[src/rtl/arb_pkg.sv]
// Shared defaults and grant-vector helpers for the requester-side arbiter tracker.
package arb_pkg;
    localparam int ARB_N      = 32;
    localparam int ARB_CNT_W  = 4;
    localparam int ARB_MAX_N  = 64;
    localparam int ARB_IDX_MW = $clog2(ARB_MAX_N);

    // Callers zero-extend their vector to ARB_MAX_N so one function serves any N.
    function automatic logic [ARB_IDX_MW-1:0] onehot_lsb_idx(input logic [ARB_MAX_N-1:0] v);
        logic [ARB_IDX_MW-1:0] idx;
        idx = '0;
        for (int i = ARB_MAX_N - 1; i >= 0; i--) begin
            if (v[i]) idx = ARB_IDX_MW'(i);
        end
        return idx;
    endfunction

    function automatic logic popcount_gt1(input logic [ARB_MAX_N-1:0] v);
        return |(v & (v - ARB_MAX_N'(1)));
    endfunction
endpackage

[src/rtl/arb_req_tracker_if.sv]
// Client/arbiter-facing bus of the request tracker; slave is the tracker side.
interface arb_req_tracker_if #(parameter int N = 32);
    localparam int IDX_W = $clog2(N);

    logic [N-1:0]     event_i;
    logic [N-1:0]     gnt_i;
    logic             clr_err_i;
    logic [N-1:0]     req_o;
    logic             gnt_vld_o;
    logic [IDX_W-1:0] gnt_idx_o;
    logic [N-1:0]     ovf_o;
    logic             err_spurious_o;
    logic             err_multi_o;

    modport slave (
        input  event_i, gnt_i, clr_err_i,
        output req_o, gnt_vld_o, gnt_idx_o, ovf_o, err_spurious_o, err_multi_o
    );
    modport master (
        output event_i, gnt_i, clr_err_i,
        input  req_o, gnt_vld_o, gnt_idx_o, ovf_o, err_spurious_o, err_multi_o
    );
endinterface

[src/rtl/arb_req_counter.sv]
// Single-client saturating pending-item counter; simultaneous inc and dec cancel.
module arb_req_counter #(
    parameter int CNT_W = 4
) (
    input  logic clk,
    input  logic reset,
    input  logic inc,
    input  logic dec,
    output logic cnt_nz,
    output logic ovf_set
);
    localparam logic [CNT_W-1:0] MAX = {CNT_W{1'b1}};

    logic [CNT_W-1:0] r_cnt;
    logic             w_full;

    assign w_full  = (r_cnt == MAX);
    assign cnt_nz  = (r_cnt != '0);
    assign ovf_set = inc & ~dec & w_full;

    always_ff @(posedge clk or negedge reset) begin
        if (!reset) begin
            r_cnt <= '0;
        end else begin
            case ({inc, dec})
                2'b10:   if (!w_full) r_cnt <= r_cnt + CNT_W'(1);
                2'b01:   if (cnt_nz)  r_cnt <= r_cnt - CNT_W'(1);
                default: r_cnt <= r_cnt;
            endcase
        end
    end
endmodule

[src/rtl/arb_req_tracker.sv]
// Turns client event pulses into held request lines, retires one item per legal grant,
// registers the winning index and flags grant-bus protocol violations.
module arb_req_tracker
    import arb_pkg::*;
#(
    parameter int N     = ARB_N,
    parameter int CNT_W = ARB_CNT_W
) (
    input  logic              clk,
    input  logic              reset,
    arb_req_tracker_if.slave  bus
);
    localparam int IDX_W = $clog2(N);

    logic [N-1:0]         w_req;
    logic [N-1:0]         w_legal;
    logic [N-1:0]         w_ovf_set;
    logic [ARB_MAX_N-1:0] w_legal_ext;
    logic [ARB_MAX_N-1:0] w_gnt_ext;
    logic [ARB_IDX_MW-1:0] w_idx;
    logic                 w_spurious;
    logic                 w_multi;

    logic                 r_gnt_vld;
    logic [IDX_W-1:0]     r_gnt_idx;
    logic [N-1:0]         r_ovf;
    logic                 r_err_spurious;
    logic                 r_err_multi;

    for (genvar g = 0; g < N; g++) begin : g_cnt
        arb_req_counter #(.CNT_W(CNT_W)) u_cnt (
            .clk     (clk),
            .reset   (reset),
            .inc     (bus.event_i[g]),
            .dec     (w_legal[g]),
            .cnt_nz  (w_req[g]),
            .ovf_set (w_ovf_set[g])
        );
    end

    // Grants are only honoured on lines we are actually requesting.
    assign w_legal    = bus.gnt_i & w_req;
    assign w_spurious = |(bus.gnt_i & ~w_req);

    always_comb begin
        w_legal_ext        = '0;
        w_gnt_ext          = '0;
        w_legal_ext[N-1:0] = w_legal;
        w_gnt_ext[N-1:0]   = bus.gnt_i;
    end

    assign w_idx   = onehot_lsb_idx(w_legal_ext);
    assign w_multi = popcount_gt1(w_gnt_ext);

    always_ff @(posedge clk or negedge reset) begin
        if (!reset) begin
            r_gnt_vld      <= 1'b0;
            r_gnt_idx      <= '0;
            r_ovf          <= '0;
            r_err_spurious <= 1'b0;
            r_err_multi    <= 1'b0;
        end else begin
            r_gnt_vld <= |w_legal;
            if (|w_legal) r_gnt_idx <= w_idx[IDX_W-1:0];
            // A new error in the clear cycle survives the clear.
            r_ovf          <= (bus.clr_err_i ? '0   : r_ovf)          | w_ovf_set;
            r_err_spurious <= (bus.clr_err_i ? 1'b0 : r_err_spurious) | w_spurious;
            r_err_multi    <= (bus.clr_err_i ? 1'b0 : r_err_multi)    | w_multi;
        end
    end

    assign bus.req_o          = w_req;
    assign bus.gnt_vld_o      = r_gnt_vld;
    assign bus.gnt_idx_o      = r_gnt_idx;
    assign bus.ovf_o          = r_ovf;
    assign bus.err_spurious_o = r_err_spurious;
    assign bus.err_multi_o    = r_err_multi;
endmodule

[src/flat_wrapper.sv]
// flat-port wrapper written by rule: the top's interface ports become plain ports
module arb_req_tracker_flat import arb_pkg::*;
#(
    parameter int N     = ARB_N,
    parameter int CNT_W = ARB_CNT_W
)
  (clk, reset, bus_event_i, bus_gnt_i, bus_clr_err_i, bus_req_o, bus_gnt_vld_o, bus_gnt_idx_o, bus_ovf_o, bus_err_spurious_o, bus_err_multi_o);
  arb_req_tracker_if #(.N(N)) bus_i ();
  input  logic clk;
  input  logic reset;
  input wire logic [$bits(bus_i.event_i)-1:0] bus_event_i;
  input wire logic [$bits(bus_i.gnt_i)-1:0] bus_gnt_i;
  input wire logic [$bits(bus_i.clr_err_i)-1:0] bus_clr_err_i;
  output wire logic [$bits(bus_i.req_o)-1:0] bus_req_o;
  output wire logic [$bits(bus_i.gnt_vld_o)-1:0] bus_gnt_vld_o;
  output wire logic [$bits(bus_i.gnt_idx_o)-1:0] bus_gnt_idx_o;
  output wire logic [$bits(bus_i.ovf_o)-1:0] bus_ovf_o;
  output wire logic [$bits(bus_i.err_spurious_o)-1:0] bus_err_spurious_o;
  output wire logic [$bits(bus_i.err_multi_o)-1:0] bus_err_multi_o;
  assign bus_i.event_i = bus_event_i;
  assign bus_i.gnt_i = bus_gnt_i;
  assign bus_i.clr_err_i = bus_clr_err_i;
  assign bus_req_o = bus_i.req_o;
  assign bus_gnt_vld_o = bus_i.gnt_vld_o;
  assign bus_gnt_idx_o = bus_i.gnt_idx_o;
  assign bus_ovf_o = bus_i.ovf_o;
  assign bus_err_spurious_o = bus_i.err_spurious_o;
  assign bus_err_multi_o = bus_i.err_multi_o;
  arb_req_tracker #(.N(N), .CNT_W(CNT_W)) u_core (.clk(clk), .reset(reset), .bus(bus_i));
endmodule
[config.mk]
export PLATFORM = sky130hd
export DESIGN_NAME = arb_req_tracker_flat
export DESIGN_NICKNAME = d
export VERILOG_FILES = /design/src/rtl/arb_pkg.sv /design/src/rtl/arb_req_tracker_if.sv /design/src/rtl/arb_req_counter.sv /design/src/rtl/arb_req_tracker.sv /design/src/flat_wrapper.sv
export SDC_FILE = /design/constraint.sdc
export NUM_CORES = 1
export LEC_CHECK = 0
export ABC_AREA = 1
export CAP_MARGIN = 20
export CORE_MARGIN = 4
export CORE_UTILIZATION = 55
export DETAILED_ROUTE_END_ITERATION = 8
export PLACE_DENSITY_LB_ADDON = 0.2
export RECOVER_POWER = 100
export SLEW_MARGIN = 0
export SYNTH_ARGS = -nofsm -noshare
export SYNTH_HDL_FRONTEND = slang
export SYNTH_SLANG_ARGS = --single-unit
[constraint.sdc]
create_clock -name clk -period 3 [get_ports clk]
set_input_delay 0.6 -clock clk [delete_from_list [all_inputs] [get_ports clk]]
set_output_delay 0.6 -clock clk [all_outputs]
set_load 0.02 [all_outputs]
==> impl_metrics.py, run 1 <==
metrics = {
    "floorplanning": {
        "initial_core_util_pct": 56.6,
        "dieArea_um2": 22600,
        "fp.dieW_um": 150,
        "die_h_um": 150,
        "rows": 51,
        "core-area_um2": 19700,
        "io_pins": 139,
    },
    "grt": {
        "antenna_found_initial": 1,
        "grtUsageTotal_pct": 24.8,
        "grt_pass1_wl_mm": 45.1,
        "grt_max_degree": 70,
        "overflow": 0,
        "grt_pass1_vias": 9670,
    },
    "placement": {
        "gp_congestion": 0.872,
        "dpl_cell_area_um2": 13100,
        "numPortBuffers": 138,
        "dp_slack_ns": -0.501,
        "dp_hpwl_mm": 21.0,
    },
    "final_layout": {
        "syn2layout_area_growth_pct": 23.4,
        "nNetsFinal": 1707,
        "n_fill_cell": 1621,
        "drive_above_1_share_pct": 8.54,
        "finalInstanceArea_um2": 13800,
        "utilization_pct": 69.9,
    },
    "power": {
        "vdd_drop_max_mv": 0.553,
        "p_per_area_nw_per_um2": 873,
        "p_leak_nw": 6.56,
    },
    "clock_tree": {
        "cts_buffer_depth": 2,
        "cts_tree": "yes",
        "clockRootBuffer": "clkbuf_16",
        "worstSkewPairLatency_ns": 0.43,
        "ctsHoldBuffers": 0,
        "clkSinkCount": 168,
        "numCtsBuffers": 17,
        "clk_pin_slew_ns": 0.07,
        "cts_max_level": 4,
    },
    "synth": {
        "synthesis.nets": 1506,
        "synth_flop_cell": "dfrtp_1",
        "ys_types": 40,
        "synth_seq_cells": 168,
        "syn_area_um2": 11200,
        "syn_inst": 1343,
        "synth-seq-area-share_pct": 37.7,
        "synth_edf_count": 0,
        "async_flop_share_pct": 100,
        "synth_warnings": 0,
        "syn_avg_cell_area_um2": 8.31,
    },
    "setup_path": {
        "cpPeakStageDelay_ns": 0.68,
        "crit_type": "reg -> out",
        "crit_path_end_kind": "primary output",
        "slowest_stage": "dlygate4sd3_1",
        "worstPathRequired_ns": 2.40,
        "cp_cell_sequence": "nor4_1 > inv_1 > dlygate4sd3_1",
        "worstPathMaxFanout": 5,
        "start_kind": "flip-flop",
        "cp.arrival_ns": 2.23,
    },
    "route": {
        "avgRoutedWirePerCell_um": 14.8,
        "via_per_inst": 5.26,
        "dr.pass1.iters": 5,
        "drt-total-wl_mm": 27.0,
        "final_antenna_net_count": 0,
        "drtIter0Drc": 446,
        "drc_errors": 0,
        "vias": 9583,
    },
    "sta": {
        "fmax_mhz": 353,
        "finClkSkew_ns": 0.0118,
        "slew_viol_final": 69,
        "final.min_clock_period_ns": 2.83,
        "hold_viol_final": 0,
        "fin_crit_sh_pct": 94.4,
        "tightestPinTransition_ns": 1.81,
        "relSlewSlack_pct": -20.4,
        "finalSetupViolations": 0,
        "fin_ws_ns": 0.168,
    },
    "flow_run": {
        "maxCapViolCount": 1,
    },
    "min_path": {
        "hp-class": "reg -> reg",
    },
    "run_status": {
        "outcome": "finished, violations left",
        "violations": "max-capacitance violations, max-slew violations",
    },
}
[worst max-delay path, delay by kind of cell (launching register included)]
kind | cells | cell delay [ns]
buffers and inverters | 2 | 0.82
DFF | 1 | 0.42
and+or+nand+nor | 1 | 0.56
[final cells by class]
type	count	area [µm²]	area share (%)
clock buffer	20	437	3.17
antenna	1	2.50	0.0182
clock inverter	12	141	1.03
timing repair buffer	217	1890	13.7
multi-input combinational	920	5940	43.1
tap	265	332	2.41
inverter	220	828	6.01
sequential	168	4200	30.5
[sequential cells by signal, summed over array words and instances, names as in the netlist]
signal and flops:
u_core.bus.gnt_idx_o 5, u_core.bus.err_spurious_o 1, u_core.bus.gnt_vld_o 1, u_core.bus.err_multi_o 1, u_core.g_cnt.u_cnt.r_cnt 128, u_core.bus.ovf_o 32
[Yosys cell counts (2+ instances only)]
| cell | number | share of area (%) |
|---|---|---|
| mux2i_1 | 22 | 2.0 |
| o22ai_1 | 12 | 0.67 |
| inv_2 | 19 | 0.64 |
| nor3_2 | 2 | 0.18 |
| buf_4 | 32 | 2.2 |
| fa_1 | 32 | 5.7 |
| nor2_1 | 141 | 4.7 |
| nor2_4 | 4 | 0.40 |
| o2111ai_1 | 6 | 0.47 |
| o31ai_1 | 2 | 0.13 |
| xnor2_1 | 38 | 3.0 |
| nor3_1 | 4 | 0.18 |
| clkbuf_1 | 3 | 0.10 |
| nand4_1 | 43 | 2.4 |
| a21oi_1 | 88 | 3.9 |
| nand2_2 | 2 | 0.11 |
| nand3_1 | 45 | 2.0 |
| nand3_2 | 2 | 0.18 |
| inv_1 | 198 | 6.7 |
| nor4_1 | 31 | 1.7 |
| nor2_2 | 4 | 0.22 |
| xor2_1 | 58 | 4.5 |
| nand2_1 | 222 | 7.5 |
| dfrtp_1 | 168 | 38 |
| o21ai_0 | 77 | 3.5 |
| ha_1 | 64 | 7.2 |
| clkinv_1 | 3 | 0.10 |
| a221oi_1 | 3 | 0.24 |
| mux2_2 | 7 | 0.71 |
[kinds of logic after synthesis]
| kind of cell | synth area share [%] |
|---|---|
| flops | 37.7 |
| simple gates | 20.0 |
| buf+inv | 9.65 |
| fa+ha+maj | 13.0 |
| xor+xnor | 7.53 |
| compound gates | 9.48 |
| mux | 2.68 |
[cells in the final DEF, fill, tap and decap left out, types with 38 or more instances in the layout]
cell type,n
clkdlybuf4s50_1,40
a21oi_1,88
buf_4,50
nand3_1,45
nand2_1,222
dfrtp_1,168
xnor2_1,38
nor2_1,140
o21ai_0,76
xor2_1,58
dlygate4sd3_1,92
inv_1,198
ha_1,64
nand4_1,43
[power by group]
part	internal (mW)	switching [mW]
clock network	1.24	0.953
registers	3.28	1.10
logic	2.46	3.00
total	6.98	5.05
[per-layer routing]
layer  part of all wire, %  track usage, %  vias to the layer above
met5                 0.048               0                        -
met4                   2.1            7.14                        2
met3                   5.2            5.30                       41
met2                    50            43.4                      201
met1                    43            31.2                     4567
li1                      -               -                     4772
[final timing paths]
check | startpoint | end | slack (ns) | cells past startpoint
min in group asynchronous | reset | u_core.g_cnt[27].u_cnt.r_cnt[1] | 0.64 | 1
worst min register to register | u_core.bus.ovf_o[26] | u_core.bus.ovf_o[26] | 0.48 | 2
worst min-delay path | u_core.bus.ovf_o[26] | u_core.bus.ovf_o[26] | 0.48 | 2
worst max register to register | u_core.g_cnt[31].u_cnt.r_cnt[0] | u_core.bus.gnt_idx_o[0] | 0.40 | 34
max in group asynchronous | reset | u_core.g_cnt[21].u_cnt.r_cnt[2] | 0.90 | 2
worst max-delay path | u_core.g_cnt[11].u_cnt.r_cnt[1] | bus_req_o[11] | 0.17 | 3
[stage by stage]
stage	instances	total power [mW]	hold WS [ns]	setup TNS [ns]
floorplan	1343	8.30	0.304	0
global placement	1773	9.58	0.466	-0.382
detailed placement	1773	9.92	0.476	-0.575
CTS	1817	12.2	0.196	0
global route	1822	13.2	0.513	-0.0158
finish	1823	12.0	0.482	0
[what timing repair did]
item | 4_1_cts | 5_1_grt
endpoints found under the setup margin | 1 | 2
pin swaps | 13 | 12
gates resized for setup | 12 | 11
setup buffers | 12 | 5
No activity file was read; power rests on OpenSTA's default activity.
==> inputs of run 2 (changes only) <==
Settings changed: CELL_PAD_IN_SITES_DETAIL_PLACEMENT set to 1, CELL_PAD_IN_SITES_GLOBAL_PLACEMENT set to 1, CORE_UTILIZATION 55 to 43.
==> run 2 against run 1 <==
  * The run still ends with max-capacitance violations, max-slew violations left
  * Worst hold slack better by 0.0061 ns
  * Core utilization is 14 points lower
  * Sequential cell count stayed put
  * Clock-buffer cell count is 2 lower
  * Worst setup slack better by 0.013 ns
  * Clock power is 8% higher
  * Power is 5.1% higher
  * Via count is 4.5% higher
  * Fmax is 0.44% higher
  * Final cell count is 4.3% higher
  * Design area is 2.7% higher
  * Largest cell class unchanged
==> impl_metrics.py, run 2 (synthesized netlist as in run 1, its figures left out) <==
metrics = {
    "run_status": {
        "outcome": "finished, violations left",
        "violations": "max-capacitance violations, max-slew violations",
    },
    "setup_path": {
        "cpPeakStageDelay_ns": 0.26,
        "slowest_stage": "nor4_2",
        "crit_type": "in -> reg",
        "start_kind": "primary input",
        "cp_cell_sequence": "clkdlybuf4s15_1 > inv_2 > nand3_4 > nor2_4 > inv_2 > nor2_4 > nand3_4 > nor2_4 > nand2_2 > nor2_4 > inv_4 > buf_6 > nor3_4 > inv_2 > nor3_2 > nand2_1 > nor2_2 > inv_2 > o31ai_2 > o2111ai_1 > nor4_2 > nand3_1",
        "crit_path_end_kind": "flip-flop",
        "worstPathRequired_ns": 3.30,
        "worstPathMaxFanout": 3,
        "cp.arrival_ns": 3.12,
    },
    "final_layout": {
        "drive_above_1_share_pct": 12.2,
        "multi_input_area_um2": 5990,
        "utilization_pct": 55.7,
        "register_area_um2": 4210,
        "regMostFlops": "u_core.g_cnt.u_cnt.r_cnt",
        "num_antenna_cells": 0,
        "n_fill_cell": 3034,
        "layout_common_cells": "nand2_1, inv_1, dfrtp_1",
        "largest_register_ffs": 128,
        "nNetsFinal": 1722,
        "layout_commonest_cell": "nand2_1",
        "syn2layout_area_growth_pct": 26.7,
        "finalInstanceArea_um2": 14100,
    },
    "floorplanning": {
        "rows": 58,
        "fp.dieW_um": 169,
        "io_pins": 139,
        "dieArea_um2": 28600,
        "core-area_um2": 25400,
        "die_h_um": 169,
        "initial_core_util_pct": 44.0,
    },
    "clock_tree": {
        "cts_tree": "yes",
        "numCtsBuffers": 17,
        "cts_max_level": 4,
        "clkSinkCount": 168,
        "clk_pin_slew_ns": 0.08,
        "cts_buffer_depth": 2,
        "ctsHoldBuffers": 0,
        "clockRootBuffer": "clkbuf_16",
        "worstSkewPairLatency_ns": 0.44,
    },
    "power": {
        "vdd_drop_max_mv": 0.436,
        "p_leak_nw": 6.74,
        "p_per_area_nw_per_um2": 894,
    },
    "sta": {
        "hold_viol_final": 0,
        "fmax_mhz": 355,
        "slew_viol_final": 59,
        "tightestPinTransition_ns": 1.63,
        "finClkSkew_ns": 0.0139,
        "fin_ws_ns": 0.181,
        "relSlewSlack_pct": -8.94,
        "fin_crit_sh_pct": 94.0,
        "finalSetupViolations": 0,
        "final.min_clock_period_ns": 2.82,
    },
    "route": {
        "drtIter0Drc": 433,
        "drc_errors": 0,
        "via_per_inst": 5.27,
        "final_antenna_net_count": 0,
        "vias": 10000,
        "drt-total-wl_mm": 32.3,
        "dr.pass1.iters": 4,
        "avgRoutedWirePerCell_um": 17.0,
    },
    "grt": {
        "grt_pass1_wl_mm": 52.7,
        "antenna_found_initial": 0,
        "grt_max_degree": 64,
        "grtUsageTotal_pct": 22.6,
        "grt_pass1_vias": 10800,
        "overflow": 0,
    },
    "placement": {
        "dpl_cell_area_um2": 13200,
        "dp_hpwl_mm": 24.7,
        "numPortBuffers": 138,
        "gp_congestion": 0.816,
        "dp_slack_ns": -0.645,
    },
    "min_path": {
        "hp-class": "reg -> reg",
    },
    "flow_run": {
        "maxCapViolCount": 1,
    },
}
-- run 2: critical path: cells and delay by family --
family / cells / cell delay, ns
and+or+nand+nor: 13 / 1.55
AOI/OAI and AO/OA: 2 / 0.32
buffers and inverters: 7 / 0.62
-- run 2: worst paths after layout --
path / slack, ns / startpoint / cells after the start / endpoint
max in group asynchronous: 0.63 / reset / 2 / u_core.g_cnt[0].u_cnt.r_cnt[0]
min: 0.49 / u_core.bus.ovf_o[19] / 2 / u_core.bus.ovf_o[19]
min reg2reg: 0.49 / u_core.bus.ovf_o[19] / 2 / u_core.bus.ovf_o[19]
max reg2reg: 0.36 / u_core.g_cnt[30].u_cnt.r_cnt[1] / 35 / u_core.bus.gnt_idx_o[0]
max: 0.18 / bus_gnt_i[2] / 22 / u_core.bus.err_multi_o
min in group asynchronous: 0.56 / reset / 1 / u_core.g_cnt[27].u_cnt.r_cnt[1]
-- run 2: final cells by class --
class	count	area share (%)
Multi-Input combinational cell	920	42.4
Sequential cell	168	29.7
Timing Repair Buffer	232	14.8
Inverter	220	5.85
Clock buffer	18	3.10
Tap cell	330	2.92
Clock inverter	13	1.18
-- run 2: routing by layer --
| layer | vias up | track usage (%) | share of wire (%) |
|---|---|---|---|
| li1 | 4790 | - | - |
| met1 | 5013 | 28.0 | 43 |
| met2 | 162 | 40.8 | 52 |
| met3 | 49 | 3.89 | 3.4 |
| met4 | 0 | 6.02 | 1.9 |
| met5 | - | 0 | 0 |
-- run 2: through the flow --
step	hold WS [ns]	cells	setup TNS, ns	total power [mW]
final	0.488	1901	0	12.6
after global routing	0.521	1901	-0.127	13.8
after CTS	0.165	1883	0	12.6
after detailed placement	0.476	1841	-0.802	10.1
after global placement	0.465	1841	-0.517	9.66
after floorplan	0.304	1343	0	8.30
-- run 2: repair_timing --
action | in CTS | in global routing
pin swaps | 14 | 21
resized for setup | 18 | 25
buffers inserted | 11 | 18
setup endpoints to repair | 1 | 2
-- run 2: power by group --
| group | internal, mW | leakage [nW] | switching (mW) |
|---|---|---|---|
| sequential | 3.28 | 2.00 | 1.14 |
| clock | 1.34 | 0.294 | 1.03 |
| combinational | 2.66 | 4.45 | 3.19 |
